### config.mk
export PLATFORM = sky130hd
export DESIGN_NAME = div_iter_unit
export DESIGN_NICKNAME = d
export VERILOG_FILES = /design/src/rtl/div_iter_unit.sv
export SDC_FILE = /design/constraint.sdc
export NUM_CORES = 1
export LEC_CHECK = 0
export CAP_MARGIN = 20
export CORE_ASPECT_RATIO = 0.8
export CORE_MARGIN = 4
export CORE_UTILIZATION = 50
export CTS_BUF_LIST = sky130_fd_sc_hd__clkbuf_8
export DETAILED_ROUTE_END_ITERATION = 8
export GPL_TIMING_DRIVEN = 1
export PLACE_DENSITY_LB_ADDON = 0.12
export SETUP_SLACK_MARGIN = 0.4
export SYNTH_ARGS = -nofsm -noshare
export SYNTH_HDL_FRONTEND = slang
export SYNTH_SLANG_ARGS = --single-unit
### constraint.sdc
create_clock -name clk -period 18.5 [get_ports clk]
set_input_delay 1.85 -clock clk [delete_from_list [all_inputs] [get_ports clk]]
set_output_delay 1.85 -clock clk [all_outputs]
set_load 0.01 [all_outputs]
### src/rtl/div_iter_unit.sv
// Multi-cycle restoring divider for DIV/DIVU: quotient to LO, remainder to HI.
// Optional macro DIV_EARLY_EXIT_EN skips iteration when |dividend| < |divisor|.
module div_iter_unit #(
   parameter int WIDTH = 32
) (
   input  logic             clk,
   input  logic             rst,
   input  logic             start,
   input  logic             is_signed,
   input  logic [WIDTH-1:0] dividend,
   input  logic [WIDTH-1:0] divisor,
   output logic             busy,
   output logic             done,
   output logic [WIDTH-1:0] quotient,
   output logic [WIDTH-1:0] remainder,
   output logic             div_zero
);

   localparam logic [1:0] S_IDLE = 2'd0;
   localparam logic [1:0] S_CALC = 2'd1;
   localparam logic [1:0] S_FIX  = 2'd2;
   localparam logic [1:0] S_DONE = 2'd3;

   localparam int CW = $clog2(WIDTH);
   localparam logic [CW-1:0] LAST = CW'(WIDTH - 1);

   logic [1:0]       state;
   logic [CW-1:0]    cnt;
   logic [WIDTH-1:0] rem;
   logic [WIDTH-1:0] quo;
   logic [WIDTH-1:0] dvs;
   logic [WIDTH-1:0] raw_a;
   logic             sign_q;
   logic             sign_r;
   logic             zero;

   logic             neg_a;
   logic             neg_b;
   logic [WIDTH-1:0] mag_a;
   logic [WIDTH-1:0] mag_b;
   logic [WIDTH:0]   rem_sh;
   logic [WIDTH+1:0] diff;
   logic             skip;

   assign neg_a = is_signed & dividend[WIDTH-1];
   assign neg_b = is_signed & divisor[WIDTH-1];
   assign mag_a = neg_a ? -dividend : dividend;
   assign mag_b = neg_b ? -divisor : divisor;

   // Shifted partial remainder needs WIDTH+1 bits; the extra top bit of diff is the borrow.
   assign rem_sh = {rem, quo[WIDTH-1]};
   assign diff   = {1'b0, rem_sh} - {2'b00, dvs};

`ifdef DIV_EARLY_EXIT_EN
   assign skip = (divisor != '0) && (mag_a < mag_b);
`else
   assign skip = 1'b0;
`endif

   assign busy = (state == S_CALC) || (state == S_FIX);
   assign done = (state == S_DONE);

   always_ff @(posedge clk or posedge rst) begin
      if (rst) begin
         state     <= S_IDLE;
         cnt       <= '0;
         rem       <= '0;
         quo       <= '0;
         dvs       <= '0;
         raw_a     <= '0;
         sign_q    <= 1'b0;
         sign_r    <= 1'b0;
         zero      <= 1'b0;
         quotient  <= '0;
         remainder <= '0;
         div_zero  <= 1'b0;
      end else begin
         case (state)
            S_IDLE: begin
               if (start) begin
                  raw_a    <= dividend;
                  dvs      <= mag_b;
                  sign_q   <= neg_a ^ neg_b;
                  sign_r   <= neg_a;
                  cnt      <= '0;
                  div_zero <= 1'b0;
                  zero     <= (divisor == '0);
                  if (divisor == '0) begin
                     quo   <= '0;
                     rem   <= '0;
                     state <= S_FIX;
                  end else if (skip) begin
                     quo   <= '0;
                     rem   <= mag_a;
                     state <= S_FIX;
                  end else begin
                     quo   <= mag_a;
                     rem   <= '0;
                     state <= S_CALC;
                  end
               end
            end
            S_CALC: begin
               if (!diff[WIDTH+1]) begin
                  rem <= diff[WIDTH-1:0];
                  quo <= {quo[WIDTH-2:0], 1'b1};
               end else begin
                  rem <= rem_sh[WIDTH-1:0];
                  quo <= {quo[WIDTH-2:0], 1'b0};
               end
               cnt <= cnt + 1'b1;
               if (cnt == LAST)
                  state <= S_FIX;
            end
            S_FIX: begin
               if (zero) begin
                  quotient  <= '1;
                  remainder <= raw_a;
                  div_zero  <= 1'b1;
               end else begin
                  quotient  <= sign_q ? -quo : quo;
                  remainder <= sign_r ? -rem : rem;
               end
               state <= S_DONE;
            end
            S_DONE: begin
               state <= S_IDLE;
            end
            default: begin
               state <= S_IDLE;
            end
         endcase
      end
   end

endmodule

======== After elaboration in Yosys (flattened, before gate mapping) ========
Cells that the tools add are included.
operators by class
  add/subtract/negate cells ............... 6
  reduce and logical (&&, ||, !) cells .... 9
  multiplexer cells ....................... 22
  eq/ne operators ......................... 7
  bitwise operators ....................... 3
operators with widths
  cell                                                                   count
  32-bit 2-to-1 mux                                                      10
  32-bit negator                                                         4
  32-bit one-hot mux with 2 select lines                                 2
  33-bit by 32-bit subtractor with 34-bit output                         1
  32-bit logical NOT                                                     1
  5-bit one-hot mux with 2 select lines                                  1
  2-bit one-hot mux with 4 select lines                                  1
  2-bit 2-to-1 mux                                                       3
  2-bit AND reduction                                                    3
  5-bit by 1-bit adder with 5-bit output, second input constant          1
  5-bit equality test, second input constant                             1
  5-bit 2-to-1 mux                                                       1
  2-bit equality test, second input constant                             2
  2-bit != test, second input constant                                   2
  2-bit nonzero test                                                     2
  1-bit 2-to-1 mux                                                       3
  3-bit AND reduction                                                    1
  1-bit AND                                                              2
  2-bit by 1-bit equality test with 1-bit output, second input constant  1
  2-bit logical NOT                                                      1
  2-bit by 1-bit != test with 1-bit output, second input constant        1
  1-bit one-hot mux with 2 select lines                                  1
  1-bit logical OR                                                       1
  1-bit bitwise XOR                                                      1
word-level totals
  bits in registers ....................... 203
  word-level logic and storage cells ...... 59
  output and inout port bits .............. 67
  input port bits ......................... 68

======== Logic depth before layout (Yosys ltp) ========
Gate-level depths: netlist (run 1).
  word-level depth ........................ 5
  gate-level depth with buffers ........... 13
  mapped depth without buffers ............ 13

======== Worst setup path before layout (run 1) ========
Ideal clock, no wire load.
  kind .................................... input-to-reg
  start ................................... in dividend[8]
  end ..................................... reg quo[29]
  path buffers ............................ 0
  stages on the path ...................... 8
  path slack .............................. 14255 ps
  arrival time ............................ 4111 ps
  library setup time ...................... 133 ps
  path through ............................ or4_1 > or3_1 > nor3_2 > nand2_1 > or4_1 > o41ai_1 > xor2_1 > o21ai_0
between the ends
  cells in the longest elaborated chain, start to end .. 5
ends and longest elaborated chain
  what                                    line  source
  from (decl)                             10    input logic [WIDTH-1:0] dividend,
  32-bit negator                          47    assign mag_a = neg_a ? -dividend : dividend;
  32-bit 2-to-1 mux                       47
  32-bit 2-to-1 mux                       88    if (divisor == '0) begin
  32-bit 2-to-1 mux                       80    if (start) begin
  32-bit one-hot mux with 2 select lines  78    case (state)
  to (signal assigned)                    97    quo <= mag_a;
  to (signal assigned)                    106   quo <= {quo[WIDTH-2:0], 1'b1};
  to (signal assigned)                    109   quo <= {quo[WIDTH-2:0], 1'b0};
  to (decl)                               30    logic [WIDTH-1:0] quo;
No other way between the ends. The select of a mux whose other input is x is not followed.
A chain may end at the register's enable or synchronous reset.

======== Worst setup path in the final report (run 1) ========
  start ................................... in divisor[6]
  end ..................................... reg quo[1]
between the ends
  cells in the longest elaborated chain, start to end .. 4
ends and longest elaborated chain
  what                                    line  source
  from (decl)                             11    input logic [WIDTH-1:0] divisor,
  32-bit logical NOT                      88
  32-bit 2-to-1 mux                       88
  32-bit 2-to-1 mux                       80
  32-bit one-hot mux with 2 select lines  78
No other way between the ends. The select of a mux whose other input is x is not followed.

==> flow_summary.html, run 1 <==
<table>
<tr><th>Metric</th><th>Value</th></tr>
<tr><th colspan="2">Synth</th></tr>
<tr><td>Synthesized net count</td><td>roughly 1500</td></tr>
<tr><td>Count of flip-flops with a built-in enable after synthesis</td><td>0</td></tr>
<tr><td>Total standard cell area after synthesis</td><td>about 12000 µm²</td></tr>
<tr><td>Synth warnings</td><td>0</td></tr>
<tr><td>Top_reg_cell synth</td><td>sky130_fd_sc_hd__dfrtp_1</td></tr>
<tr><td>Share of synthesized area occupied by flip-flops and latches</td><td>0.4084</td></tr>
<tr><td>Fraction of registers with async set or reset after synthesis</td><td>1.000</td></tr>
<tr><td>Cell accounting for the most synthesized area</td><td>sky130_fd_sc_hd__dfrtp_1</td></tr>
<tr><td>Synth Instances</td><td>roughly 1400</td></tr>
<tr><td>Unique cell type count in the Yosys netlist</td><td>69</td></tr>
<tr><td>Yosys reg bits</td><td>203</td></tr>
<tr><td>Top post-synthesis cells by count</td><td>sky130_fd_sc_hd__dfrtp_1, sky130_fd_sc_hd__o21ai_0, sky130_fd_sc_hd__nand2_1</td></tr>
<tr><td>Leading cell type by number of instances after synthesis</td><td>sky130_fd_sc_hd__dfrtp_1</td></tr>
<tr><td>Fraction of synthesized cell area taken by the top area cell type</td><td>0.4084</td></tr>
<tr><td>Ranking of synthesized cells by area</td><td>sky130_fd_sc_hd__dfrtp_1, sky130_fd_sc_hd__o21ai_0, sky130_fd_sc_hd__xor2_1, sky130_fd_sc_hd__nand2_1, sky130_fd_sc_hd__mux2_2</td></tr>
<tr><td>Avg Synthesized Cell Area</td><td>9.007 µm²</td></tr>
<tr><th colspan="2">Pwr</th></tr>
<tr><td>Reported net switching power</td><td>approximately 1.2 mW</td></tr>
<tr><td>Internal power of the cells</td><td>1.560 mW</td></tr>
<tr><td>Part of the power in the clock network</td><td>0.156</td></tr>
<tr><td>Leakage power figure</td><td>approximately 6.3 nW</td></tr>
<tr><td>Combinational power share</td><td>0.532</td></tr>
<tr><td>Maximum vdd drop</td><td>0.0001068 V</td></tr>
<tr><td>Switching share of power</td><td>0.4351</td></tr>
<tr><td>Total power of the final layout</td><td>about 2.8 mW</td></tr>
<tr><td>Sequential power share</td><td>0.312</td></tr>
<tr><td>Power density cells</td><td>about 190 nW/µm²</td></tr>
<tr><th colspan="2">Die</th></tr>
<tr><td>Horizontal die dimension</td><td>approximately 180 µm</td></tr>
<tr><td>Std cell rows</td><td>51</td></tr>
<tr><td>IO Pins</td><td>around 140</td></tr>
<tr><td>Die Footprint</td><td>approximately 27000 µm²</td></tr>
<tr><td>Initial Utilization</td><td>0.5089</td></tr>
<tr><td>Floorplan die height</td><td>between 100 and 150 µm</td></tr>
<tr><td>Placeable Area</td><td>between 20000 and 25000 µm²</td></tr>
<tr><th colspan="2">Worst setup path</th></tr>
<tr><td>CP Buf/Inv Count</td><td>2</td></tr>
<tr><td>CP Launch Type</td><td>input port</td></tr>
<tr><td>Series of cell instances along the critical path</td><td>clkdlybuf4s50_1, or4_1, nor3_1, nand3b_1, nand2b_1, nand2b_1, nor3_1, buf_4, or3_1, a21oi_1, a221o_1</td></tr>
<tr><td>Kind of end point of the critical path</td><td>flip-flop</td></tr>
<tr><td>Path type of the worst setup path</td><td>input port to flip-flop</td></tr>
<tr><td>Highest net fanout along the worst path</td><td>31</td></tr>
<tr><td>Largest stage delay on the critical path</td><td>between 0.8 and 0.9 ns</td></tr>
<tr><td>Required time of the critical path</td><td>roughly 19 ns</td></tr>
<tr><td>Cell with the largest stage delay on the worst path</td><td>sky130_fd_sc_hd__or3_1</td></tr>
<tr><td>Cell family with the largest share of critical-path delay</td><td>simple AND/OR/NAND/NOR gates</td></tr>
<tr><td>Arr. time, crit path</td><td>between 5 and 6 ns</td></tr>
<tr><th colspan="2">Layout</th></tr>
<tr><td>Filler cell count in the final layout</td><td>2177</td></tr>
<tr><td>Share of cells above drive strength 1</td><td>0.09336</td></tr>
<tr><td>Relative area change from synthesis to final layout</td><td>18.95%</td></tr>
<tr><td>Final standard cell count with taps included and fillers excluded</td><td>roughly 1800</td></tr>
<tr><td>Final Instance Area</td><td>about 15000 µm²</td></tr>
<tr><td>Number of nets in the final layout</td><td>between 1500 and 2000</td></tr>
<tr><td>N_diodes</td><td>0</td></tr>
<tr><th colspan="2">Timing</th></tr>
<tr><td>Clock Skew</td><td>around 0.022 ns</td></tr>
<tr><td>Worst Tran Pin Value</td><td>about 1.1 ns</td></tr>
<tr><td>FMAX</td><td>just under 200 MHz</td></tr>
<tr><td>Final setup violation count</td><td>0</td></tr>
<tr><td>Min setup slack post-route</td><td>13.31 ns</td></tr>
<tr><td>Normalized max-slew margin</td><td>0.2711</td></tr>
<tr><td>Crit path time final</td><td>5.188 ns</td></tr>
<tr><td>Fin Setup TNS</td><td>0 ns</td></tr>
<tr><td>Setup repair after global routing missed its margin</td><td>no</td></tr>
<tr><td>Fin crit share</td><td>0.2804</td></tr>
<tr><td>Total count of max-transition violations in the final report</td><td>0</td></tr>
<tr><td>Number of failing hold endpoints at the final stage</td><td>0</td></tr>
<tr><th colspan="2">Placed design</th></tr>
<tr><td>DP HPWL</td><td>roughly 24000 µm</td></tr>
<tr><td>Routability congestion estimate from global placement</td><td>approximately 0.87</td></tr>
<tr><td>Post-placement setup slack</td><td>12.86 ns</td></tr>
<tr><td>Quantity of I/O buffers inserted on ports</td><td>about 130</td></tr>
<tr><td>Placed Area</td><td>14020 µm²</td></tr>
<tr><td>Total instance count after detailed placement</td><td>1773</td></tr>
<tr><th colspan="2">Clocking</th></tr>
<tr><td>CTS Hold Bufs</td><td>0</td></tr>
<tr><td>Buffer depth of the longest clock path</td><td>3</td></tr>
<tr><td>Clock Root Buffer</td><td>sky130_fd_sc_hd__clkbuf_8</td></tr>
<tr><td>Number of sinks on the clock net</td><td>between 200 and 250</td></tr>
<tr><td>Max H-tree Level</td><td>2</td></tr>
<tr><td>Number of buffers created by CTS</td><td>36</td></tr>
<tr><td>Resize count post-CTS</td><td>0</td></tr>
<tr><td>Insertion delay of the later-clocked pin in the worst-skew pair</td><td>between 0.5 and 0.6 ns</td></tr>
<tr><td>Clock-pin slew on the worst setup and hold paths</td><td>roughly 0.060 ns</td></tr>
<tr><td>Total setup buffers inserted after CTS</td><td>0</td></tr>
<tr><td>Clock tree from TritonCTS</td><td>done</td></tr>
<tr><th colspan="2">Global route</th></tr>
<tr><td>Overall Global Routing Usage</td><td>0.2393</td></tr>
<tr><td>Antenna violations before repair</td><td>0</td></tr>
<tr><td>Global-route wire length before repair</td><td>around 53000 µm</td></tr>
<tr><td>Largest net degree at the start of global routing</td><td>between 100 and 150</td></tr>
<tr><td>Number of global-route vias before repair</td><td>approximately 9800</td></tr>
<tr><td>Grt ovf</td><td>0</td></tr>
<tr><th colspan="2">Status</th></tr>
<tr><td>Outcome</td><td>complete, no violations</td></tr>
<tr><th colspan="2">Detailed routing</th></tr>
<tr><td>Per-cell via count in the routed design</td><td>roughly 5.7</td></tr>
<tr><td>Via count</td><td>approximately 11000</td></tr>
<tr><td>Drt first pass iters</td><td>7</td></tr>
<tr><td>Remaining design rule violation count</td><td>0</td></tr>
<tr><td>First DRT Iteration DRCs</td><td>812</td></tr>
<tr><td>Wire length after detailed routing</td><td>~33000 µm</td></tr>
<tr><td>Antenna-violating nets left</td><td>0</td></tr>
<tr><td>Routed len/inst</td><td>roughly 18 µm</td></tr>
<tr><th colspan="2">Min path</th></tr>
<tr><td>Hold Path Class</td><td>flip-flop to flip-flop</td></tr>
<tr><th colspan="2">Run</th></tr>
<tr><td>Max-Cap Viols</td><td>0</td></tr>
</table>
[cell families (layout without fill, tap and decap cells)]
logic type,Yosys count,after routing,share of synthesized area
buffers and inverters,128,268,0.03893
AND/OR/NAND/NOR,375,375,0.1416
flip-flops,203,203,0.4084
adder cells (fa/ha/maj),43,43,0.04386
AO/OA/AOI/OAI,415,415,0.2014
multiplexers,74,74,0.06508
XOR/XNOR,143,143,0.1007
[worst register-to-register path: cells and delay by family (launching register included)]
kind	cells	cell delay (ns)
compound gates	6	1.95
fa+ha+maj	1	0.42
buf+inv	2	0.51
flops	1	0.50
simple gates	2	0.37
[cells in the final DEF, fill, tap and decap left out, types with 15 or more instances in the layout]
| master | netlist | layout |
|---|---|---|
| sky130_fd_sc_hd__a22oi_1 | 29 | 29 |
| sky130_fd_sc_hd__xnor2_1 | 53 | 53 |
| sky130_fd_sc_hd__a21oi_1 | 89 | 89 |
| sky130_fd_sc_hd__clkdlybuf4s50_1 | 0 | 134 |
| sky130_fd_sc_hd__xor2_1 | 90 | 90 |
| sky130_fd_sc_hd__o21ai_0 | 170 | 170 |
| sky130_fd_sc_hd__inv_1 | 59 | 68 |
| sky130_fd_sc_hd__nand2_1 | 167 | 166 |
| sky130_fd_sc_hd__mux2i_1 | 19 | 19 |
| sky130_fd_sc_hd__dfrtp_1 | 203 | 202 |
| sky130_fd_sc_hd__o31ai_1 | 30 | 30 |
| sky130_fd_sc_hd__mux2_2 | 55 | 55 |
| sky130_fd_sc_hd__nand3_1 | 16 | 16 |
| sky130_fd_sc_hd__clkbuf_8 | 0 | 46 |
| sky130_fd_sc_hd__o41ai_1 | 15 | 15 |
| sky130_fd_sc_hd__nor2_1 | 90 | 90 |
| sky130_fd_sc_hd__ha_1 | 42 | 41 |
[metal layers]
layer	global-route usage	vias to the layer above	routed length, µm	share of wire
met3	0.05485	42	2505	0.076
met1	0.3858	5056	16570	0.50
met5	0	-	0	0
met4	0.05358	0	592	0.018
met2	0.3234	335	13320	0.40
li1	-	5125	-	-
[power by group through the flow]
stage                     registers (mW)  logic (mW)  clock network (mW)
after detailed placement           0.863        1.44                   0
after global placement             0.857        1.42                   0
after CTS                          0.858        1.45               0.442
after floorplan                    0.817        1.03                   0
after global routing               0.890        1.64               0.462
final                              0.860        1.47               0.432
[metrics by stage]
step | utilization | hold WS [ns]
2_1_floorplan | - | 0.4446
3_3_place_gp | 0.5731 | 0.4655
3_5_place_dp | 0.5737 | 0.4711
4_1_cts | 0.6043 | 0.4853
5_1_grt | 0.6054 | 0.5136
6_report | 0.6054 | 0.4774
[sequential cells by signal, summed over array words and instances, names as in the netlist]
signal and flops:
dvs 32, quo 32, state 2, zero 1, sign_r 1, remainder 32, quotient 32, raw_a 32
sign_q 1, div_zero 1, cnt 5, rem 32
[final timing paths]
| path | startpoint | end | slack [ns] | depth (start not counted) |
|---|---|---|---|---|
| setup / recovery | divisor[6] | quo[1] | 13.31 | 11 |
| hold / removal | dvs[15] | dvs[15] | 0.48 | 2 |
| setup reg to reg | rem[2] | rem[24] | 14.66 | 11 |
| hold reg to reg | dvs[15] | dvs[15] | 0.48 | 2 |
| max in group asynchronous | rst | zero | 15.00 | 3 |
| min in group asynchronous | rst | quotient[30] | 1.89 | 2 |
[cell type report]
| class | count | area (µm²) | area share |
|---|---|---|---|
| multi-input combinational | 1050 | 6897 | 0.4661 |
| sequential | 203 | 5081 | 0.3434 |
| timing repair buffer | 144 | 1444 | 0.09759 |
| clock buffer | 46 | 633.1 | 0.04279 |
| tap | 318 | 397.9 | 0.02689 |
| inverter | 59 | 229.0 | 0.01548 |
| clock inverter | 19 | 113.9 | 0.007696 |
Power figures use the tool's default switching activity.
==> inputs of run 2 (changes only) <==
Clock period 18.5 ns to 4.9 ns, I/O delays scaled along.
==> run 2 against run 1 <==
  * Sequential power rose to 3.7 times the previous value
  * Global-route usage up 0.60 points
  * Setup slack worse by 12 ns
  * Clock power rose to 3.6 times the previous value
  * Register-to-register slack worse by 13 ns
  * Critical path type is now flip-flop to flip-flop
  * Core utilization down 0.14 points
  * First-iteration DRC count down 13%
  * Final cell count down 0.22%
  * Wire length up 1.9%
==> flow_summary.html, run 2 (synthesized netlist as in run 1, its figures left out) <==
<table>
<tr><th>Metric</th><th>Value</th></tr>
<tr><th colspan="2">Pwr</th></tr>
<tr><td>Part of the power in the clock network</td><td>0.149 (-0.007)</td></tr>
<tr><td>Maximum vdd drop</td><td>0.0003162 V (+200%)</td></tr>
<tr><td>Reported net switching power</td><td>4.575 mW (+280%)</td></tr>
<tr><td>Power density cells</td><td>702.8 nW/µm² (+280%)</td></tr>
<tr><td>Leakage power figure</td><td>6.256 nW (-0.54%)</td></tr>
<tr><td>Sequential power share</td><td>0.308 (-0.004)</td></tr>
<tr><td>Combinational power share</td><td>0.543 (+0.011)</td></tr>
<tr><td>Internal power of the cells</td><td>5.799 mW (+270%)</td></tr>
<tr><td>Switching share of power</td><td>0.4410 (+0.005905)</td></tr>
<tr><th colspan="2">Global route</th></tr>
<tr><td>Global-route wire length before repair</td><td>54650 µm (+2.6%)</td></tr>
<tr><td>Antenna violations before repair</td><td>0 (unchanged)</td></tr>
<tr><td>Number of global-route vias before repair</td><td>10072 (+2.8%)</td></tr>
<tr><td>Largest net degree at the start of global routing</td><td>67 (-50%)</td></tr>
<tr><td>Overall Global Routing Usage</td><td>0.2453 (+0.005985)</td></tr>
<tr><td>Grt ovf</td><td>0 (unchanged)</td></tr>
<tr><th colspan="2">Clocking</th></tr>
<tr><td>Number of buffers created by CTS</td><td>36 (unchanged)</td></tr>
<tr><td>Clock-pin slew on the worst setup and hold paths</td><td>0.06 ns (about the same)</td></tr>
<tr><td>Max H-tree Level</td><td>2 (unchanged)</td></tr>
<tr><td>CTS Hold Bufs</td><td>0 (unchanged)</td></tr>
<tr><td>Total setup buffers inserted after CTS</td><td>0 (unchanged)</td></tr>
<tr><td>Buffer depth of the longest clock path</td><td>3 (unchanged)</td></tr>
<tr><td>Resize count post-CTS</td><td>0 (unchanged)</td></tr>
<tr><td>Number of sinks on the clock net</td><td>203 (unchanged)</td></tr>
<tr><td>Clock Root Buffer</td><td>sky130_fd_sc_hd__clkbuf_8</td></tr>
<tr><td>Insertion delay of the later-clocked pin in the worst-skew pair</td><td>0.54 ns (about the same)</td></tr>
<tr><td>Clock tree from TritonCTS</td><td>done</td></tr>
<tr><th colspan="2">Placed design</th></tr>
<tr><td>Quantity of I/O buffers inserted on ports</td><td>134 (unchanged)</td></tr>
<tr><td>DP HPWL</td><td>24780 µm (+3.8%)</td></tr>
<tr><td>Placed Area</td><td>14080 µm² (+0.40%)</td></tr>
<tr><td>Routability congestion estimate from global placement</td><td>0.8972 (+3.1%)</td></tr>
<tr><td>Post-placement setup slack</td><td>0.9890 ns (-11.87 ns)</td></tr>
<tr><th colspan="2">Die</th></tr>
<tr><td>IO Pins</td><td>135 (unchanged)</td></tr>
<tr><td>Initial Utilization</td><td>0.5089 (unchanged)</td></tr>
<tr><td>Std cell rows</td><td>51 (unchanged)</td></tr>
<tr><td>Die Footprint</td><td>27480 µm² (unchanged)</td></tr>
<tr><td>Placeable Area</td><td>24440 µm² (unchanged)</td></tr>
<tr><td>Horizontal die dimension</td><td>184.3 µm (unchanged)</td></tr>
<tr><td>Floorplan die height</td><td>149.1 µm (unchanged)</td></tr>
<tr><th colspan="2">Layout</th></tr>
<tr><td>Share of cells above drive strength 1</td><td>0.09426 (+0.0009054)</td></tr>
<tr><td>Commonest non-fill, non-tap cell in the layout</td><td>sky130_fd_sc_hd__dfrtp_1</td></tr>
<tr><td>N_diodes</td><td>0 (unchanged)</td></tr>
<tr><td>Relative area change from synthesis to final layout</td><td>18.67%</td></tr>
<tr><td>Commonest non-fill, non-tap cells in the layout</td><td>sky130_fd_sc_hd__dfrtp_1, sky130_fd_sc_hd__o21ai_0, sky130_fd_sc_hd__nand2_1, sky130_fd_sc_hd__clkdlybuf4s50_1</td></tr>
<tr><td>Number of nets in the final layout</td><td>1608 (+0.19%)</td></tr>
<tr><td>Final Instance Area</td><td>14760 µm² (-0.24%)</td></tr>
<tr><td>Filler cell count in the final layout</td><td>2179 (+0.092%)</td></tr>
<tr><th colspan="2">Worst setup path</th></tr>
<tr><td>Required time of the critical path</td><td>5.32 ns (-13.60 ns)</td></tr>
<tr><td>Highest net fanout along the worst path</td><td>16 (-48%)</td></tr>
<tr><td>Path type of the worst setup path</td><td>flip-flop to flip-flop</td></tr>
<tr><td>CP Launch Type</td><td>flip-flop</td></tr>
<tr><td>Kind of end point of the critical path</td><td>flip-flop</td></tr>
<tr><td>Arr. time, crit path</td><td>4.02 ns (-1.59 ns)</td></tr>
<tr><th colspan="2">Detailed routing</th></tr>
<tr><td>Wire length after detailed routing</td><td>33620 µm (+1.9%)</td></tr>
<tr><td>Via count</td><td>10587 (+0.27%)</td></tr>
<tr><td>Remaining design rule violation count</td><td>0 (unchanged)</td></tr>
<tr><td>Drt first pass iters</td><td>5 (-2)</td></tr>
<tr><td>Routed len/inst</td><td>18.32 µm (+2.2%)</td></tr>
<tr><td>First DRT Iteration DRCs</td><td>709 (-13%)</td></tr>
<tr><td>Per-cell via count in the routed design</td><td>5.769 (+0.49%)</td></tr>
<tr><td>Antenna-violating nets left</td><td>0 (unchanged)</td></tr>
<tr><th colspan="2">Status</th></tr>
<tr><td>Outcome</td><td>complete, no violations</td></tr>
<tr><th colspan="2">Min path</th></tr>
<tr><td>Hold Path Class</td><td>flip-flop to flip-flop</td></tr>
<tr><th colspan="2">Timing</th></tr>
<tr><td>Setup repair after global routing missed its margin</td><td>no</td></tr>
<tr><td>Final setup violation count</td><td>0 (unchanged)</td></tr>
<tr><td>Hold slack final</td><td>0.4770 ns (-0.0003530 ns)</td></tr>
<tr><td>Total count of max-transition violations in the final report</td><td>0 (unchanged)</td></tr>
<tr><td>Crit path time final</td><td>between 3 and 4 ns</td></tr>
<tr><td>Normalized max-slew margin</td><td>0.2855 (+0.01436)</td></tr>
<tr><td>Clock Skew</td><td>0.03137 ns (+0.009669 ns)</td></tr>
<tr><td>Worst Tran Pin Value</td><td>1.072 ns (-0.02154 ns)</td></tr>
<tr><td>Min setup slack post-route</td><td>1.297 ns (-12.02 ns)</td></tr>
<tr><td>Number of failing hold endpoints at the final stage</td><td>0 (unchanged)</td></tr>
<tr><td>Fin crit share</td><td>0.7353</td></tr>
<tr><td>Fin Setup TNS</td><td>0 ns (unchanged)</td></tr>
<tr><td>FMAX</td><td>between 200 and 300 MHz</td></tr>
<tr><th colspan="2">Run</th></tr>
<tr><td>Max-Cap Viols</td><td>0 (unchanged)</td></tr>
</table>
==> run 2: cell types whose count changed in the layout (fill, tap and decap cells not counted), sizes merged <==
cell      change
clkinv        +2
clkbuf        -4
inv           -6
buf           +3
clkinvlp      +1
==> run 2: power groups by stage <==
stage / logic (mW) / registers (mW) / clock network (mW)
6_report: 5.64 / 3.20 / 1.54
5_1_grt: 6.29 / 3.30 / 1.67
4_1_cts: 5.61 / 3.19 / 1.58
3_5_place_dp: 5.57 / 3.20 / 0
3_3_place_gp: 5.47 / 3.19 / 0
2_1_floorplan: 3.89 / 3.08 / 0
==> run 2: metrics by stage <==
stage / cells / total power [mW] / util
detailed placement: 1777 / 8.774 / 0.5760
floorplan: 1381 / 6.970 / -
global route: 1835 / 11.26 / 0.6040
CTS: 1835 / 10.38 / 0.6040
global placement: 1777 / 8.663 / 0.5760
finish: 1835 / 10.37 / 0.6040
==> run 2: layer usage <==
layer,GRT usage,share of wire,wire length [µm],vias up
li1,-,-,-,5116
met4,0.05026,0.015,506,0
met2,0.3402,0.41,13900,292
met5,0,0,0,-
met1,0.3954,0.51,17080,5141
met3,0.04729,0.064,2136,38
==> run 2: path summary, 6_finish.rpt <==
check / start / to / slack, ns / cells past startpoint
min in group asynchronous: rst / quotient[23] / 0.49 / 2
hold / removal: raw_a[31] / raw_a[31] / 0.48 / 2
setup / recovery: rem[14] / rem[3] / 1.30 / 11
max in group asynchronous: rst / remainder[23] / 3.36 / 3
setup reg to reg: rem[14] / rem[3] / 1.30 / 11
hold reg to reg: raw_a[31] / raw_a[31] / 0.48 / 2
==> run 2: layout make-up <==
cell class / instances / area (µm²) / area share
Clock buffer: 42 / 578.1 / 0.03916
Clock inverter: 16 / 105.1 / 0.007120
Inverter: 59 / 225.2 / 0.01526
Multi-Input combinational cell: 1050 / 6897 / 0.4672
Sequential cell: 203 / 5081 / 0.3442
Tap cell: 318 / 397.9 / 0.02696
Timing Repair Buffer: 147 / 1476 / 0.1000
==> run 2: critical path, cell delays in order, from the launching register on <==
cell and delay, ns:
sky130_fd_sc_hd__dfrtp_1 0.47, sky130_fd_sc_hd__ha_1 0.46, sky130_fd_sc_hd__nand3_1 0.16, sky130_fd_sc_hd__nand2b_1 0.19
sky130_fd_sc_hd__a2111oi_0 0.58, sky130_fd_sc_hd__a32o_1 0.25, sky130_fd_sc_hd__nor3_1 0.10, sky130_fd_sc_hd__o31ai_4 0.54
sky130_fd_sc_hd__buf_4 0.37, sky130_fd_sc_hd__and3_1 0.19, sky130_fd_sc_hd__a31oi_1 0.04, sky130_fd_sc_hd__o21ai_0 0.15
==> inputs of run 3 (changes only) <==
Clock period 4.9 ns to 3.65 ns, I/O delays scaled along.
==> run 3 against run 2 <==
  * Sequential share of layout area shrank 1.1 points
  * Die area did not move
  * Critical path depth is 1 lower
  * Clock power up 39%
  * Non-clock buffer count grew 44
  * Cell area up 3.3%
  * Wire length rose by 4.8%
  * Clock skew is 0.0048 ns lower
  * Via count rose by 2.1%
  * Core utilization grew 2.0 points
  * Sequential power is 32% higher
  * Largest power group unchanged
  * Highest routed layer unchanged
==> flow_summary.html, run 3 (synthesized netlist as in run 1, its figures left out) <==
<table>
<tr><th>Metric</th><th>Value</th></tr>
<tr><th colspan="2">Placed design</th></tr>
<tr><td>DP HPWL</td><td>26380 µm (+6.5%)</td></tr>
<tr><td>Quantity of I/O buffers inserted on ports</td><td>134 (unchanged)</td></tr>
<tr><td>Routability congestion estimate from global placement</td><td>0.9180 (+2.3%)</td></tr>
<tr><th colspan="2">Worst setup path</th></tr>
<tr><td>CP Launch Type</td><td>flip-flop</td></tr>
<tr><td>Path type of the worst setup path</td><td>flip-flop to flip-flop</td></tr>
<tr><td>Most common cell on crit path</td><td>sky130_fd_sc_hd__or3_4</td></tr>
<tr><td>Arr. time, crit path</td><td>3.71 ns (-0.31 ns)</td></tr>
<tr><td>Cell with the largest stage delay on the worst path</td><td>sky130_fd_sc_hd__or4_4</td></tr>
<tr><td>Kind of end point of the critical path</td><td>flip-flop</td></tr>
<tr><td>Largest stage delay on the critical path</td><td>0.57 ns (about the same)</td></tr>
<tr><td>Series of cell instances along the critical path</td><td>or4_4, nor4_4, buf_4, nand3b_2, or3_4, or3_4, or3_4, o31ai_4, xnor2_2, a21oi_1</td></tr>
<tr><td>Number of cells traversed by the worst register-to-register path</td><td>10 (-1)</td></tr>
<tr><td>Required time of the critical path</td><td>4.05 ns (-1.27 ns)</td></tr>
<tr><td>Highest net fanout along the worst path</td><td>6 (-10)</td></tr>
<tr><th colspan="2">Clocking</th></tr>
<tr><td>Buffer depth of the longest clock path</td><td>3 (unchanged)</td></tr>
<tr><td>Number of sinks on the clock net</td><td>203 (unchanged)</td></tr>
<tr><td>CTS Hold Bufs</td><td>0 (unchanged)</td></tr>
<tr><td>Insertion delay of the later-clocked pin in the worst-skew pair</td><td>0.53 ns (about the same)</td></tr>
<tr><td>Clock Root Buffer</td><td>sky130_fd_sc_hd__clkbuf_8</td></tr>
<tr><td>Clock tree from TritonCTS</td><td>done</td></tr>
<tr><td>Clock-pin slew on the worst setup and hold paths</td><td>0.06 ns (about the same)</td></tr>
<tr><td>Max H-tree Level</td><td>2 (unchanged)</td></tr>
<tr><td>Number of buffers created by CTS</td><td>37 (+2.8%)</td></tr>
<tr><th colspan="2">Global route</th></tr>
<tr><td>Global-route wire length before repair</td><td>56260 µm (+3.0%)</td></tr>
<tr><td>Number of global-route vias before repair</td><td>10141 (+0.69%)</td></tr>
<tr><td>Grt ovf</td><td>0 (unchanged)</td></tr>
<tr><td>Overall Global Routing Usage</td><td>0.2548 (+0.009486)</td></tr>
<tr><td>Largest net degree at the start of global routing</td><td>67 (unchanged)</td></tr>
<tr><td>Antenna violations before repair</td><td>0 (unchanged)</td></tr>
<tr><th colspan="2">Die</th></tr>
<tr><td>Die Footprint</td><td>27480 µm² (unchanged)</td></tr>
<tr><td>IO Pins</td><td>135 (unchanged)</td></tr>
<tr><td>Initial Utilization</td><td>0.5089 (unchanged)</td></tr>
<tr><td>Horizontal die dimension</td><td>184.3 µm (unchanged)</td></tr>
<tr><td>Floorplan die height</td><td>149.1 µm (unchanged)</td></tr>
<tr><td>Placeable Area</td><td>24440 µm² (unchanged)</td></tr>
<tr><td>Std cell rows</td><td>51 (unchanged)</td></tr>
<tr><th colspan="2">Pwr</th></tr>
<tr><td>Leakage power figure</td><td>6.527 nW (+4.3%)</td></tr>
<tr><td>Total power of the final layout</td><td>14.50 mW (+40%)</td></tr>
<tr><td>Maximum vdd drop</td><td>0.0004061 V (+28%)</td></tr>
<tr><td>Power density cells</td><td>951.4 nW/µm² (+35%)</td></tr>
<tr><th colspan="2">Detailed routing</th></tr>
<tr><td>Antenna-violating nets left</td><td>0 (unchanged)</td></tr>
<tr><td>Wire length after detailed routing</td><td>35240 µm (+4.8%)</td></tr>
<tr><td>First DRT Iteration DRCs</td><td>870 (+23%)</td></tr>
<tr><td>Routed len/inst</td><td>18.74 µm (+2.3%)</td></tr>
<tr><td>Per-cell via count in the routed design</td><td>5.746 (-0.40%)</td></tr>
<tr><td>Remaining design rule violation count</td><td>0 (unchanged)</td></tr>
<tr><td>Drt first pass iters</td><td>6 (+1)</td></tr>
<tr><td>Via count</td><td>10809 (+2.1%)</td></tr>
<tr><th colspan="2">Layout</th></tr>
<tr><td>Relative area change from synthesis to final layout</td><td>22.53%</td></tr>
<tr><td>N_diodes</td><td>0 (unchanged)</td></tr>
<tr><td>Commonest non-fill, non-tap cells in the layout</td><td>sky130_fd_sc_hd__dfrtp_1, sky130_fd_sc_hd__o21ai_0, sky130_fd_sc_hd__nand2_1, sky130_fd_sc_hd__clkdlybuf4s50_1, sky130_fd_sc_hd__xor2_1</td></tr>
<tr><td>Commonest non-fill, non-tap cell in the layout</td><td>sky130_fd_sc_hd__dfrtp_1</td></tr>
<tr><td>Share of cells above drive strength 1</td><td>0.1267 (+0.03241)</td></tr>
<tr><td>Number of nets in the final layout</td><td>1653 (+2.8%)</td></tr>
<tr><th colspan="2">Status</th></tr>
<tr><td>Outcome</td><td>complete, no violations</td></tr>
<tr><th colspan="2">Timing</th></tr>
<tr><td>Normalized max-slew margin</td><td>0.3440 (+0.05857)</td></tr>
<tr><td>Fin crit share</td><td>0.9070 (+0.1717)</td></tr>
<tr><td>Worst Tran Pin Value</td><td>0.9839 ns (-0.08785 ns)</td></tr>
<tr><td>Total count of max-transition violations in the final report</td><td>0 (unchanged)</td></tr>
<tr><td>Final setup violation count</td><td>0 (unchanged)</td></tr>
<tr><td>Crit path time final</td><td>3.310 ns (-0.2924 ns)</td></tr>
<tr><td>Clock Skew</td><td>0.02658 ns (-0.004792 ns)</td></tr>
<tr><td>Hold slack final</td><td>0.2082 ns (-0.2687 ns)</td></tr>
<tr><td>Number of failing hold endpoints at the final stage</td><td>0 (unchanged)</td></tr>
<tr><td>Fin Setup TNS</td><td>0 ns (unchanged)</td></tr>
<tr><td>FMAX</td><td>302.1 MHz (+8.8%)</td></tr>
<tr><td>Setup repair after global routing missed its margin</td><td>yes</td></tr>
<tr><th colspan="2">Run</th></tr>
<tr><td>Max-Cap Viols</td><td>0 (unchanged)</td></tr>
<tr><th colspan="2">Min path</th></tr>
<tr><td>Hold Path Class</td><td>input port to asynchronous set/reset pin</td></tr>
</table>
==> run 3: worst max-delay path, delay by kind of cell, from the launching register on <==
kind | cells | cell delay (ns)
AOI/OAI and AO/OA | 2 | 0.35
DFF | 1 | 0.44
xor gates and xnor gates | 1 | 0.17
and+or+nand+nor | 6 | 2.04
buffers and inverters | 1 | 0.18
==> run 3: final timing paths <==
check                           slack (ns)       from             to
min in group clk                      0.47  raw_a[31]      raw_a[31]
worst min-delay path                  0.21        rst  remainder[28]
worst max-delay path                  0.34     quo[1]   quotient[31]
worst max register to register        0.34     quo[1]   quotient[31]
worst min register to register        0.47  raw_a[31]      raw_a[31]
max in group asynchronous             2.73        rst         rem[2]
==> run 3: cell type report <==
class                           count  area [µm²]
Fill cell                        2109        9199
Multi-Input combinational cell   1050        6982
Sequential cell                   203        5082
Timing Repair Buffer              191        1844
Clock buffer                       42       578.1
Tap cell                          318       397.9
Inverter                           59       225.2
Clock inverter                     18       131.4
==> run 3: metal layers <==
metal,routed length (µm),global-route usage,part of all wire
met5,0,0,0
met4,510,0.05137,0.014
met2,14520,0.3464,0.41
met1,17820,0.4178,0.51
met3,2391,0.04827,0.068
==> run 3: repair_timing <==
action,CTS,global route
pin swaps,0,1
endpoints found under the setup margin,10,55
setup buffers,0,1
resized for setup,4,19
gates cloned,0,0
==> run 3: where the power goes <==
group	internal (mW)	switching (mW)
combinational	3.70	4.42
sequential	3.29	0.951
clock	1.18	0.954
==> run 3: stage by stage <==
| stage | setup WS, ns | std cells | utilization | instance area (µm²) |
|---|---|---|---|---|
| after global routing | 0.2810 | 1881 | 0.6236 | 15240 |
| after floorplan | 0.6547 | 1381 | - | 12440 |
| after global placement | 0.1018 | 1820 | 0.5907 | 14440 |
| final | 0.3395 | 1881 | 0.6236 | 15240 |
| after detailed placement | 0.01219 | 1820 | 0.5907 | 14440 |
| after CTS | 0.3790 | 1880 | 0.6203 | 15160 |
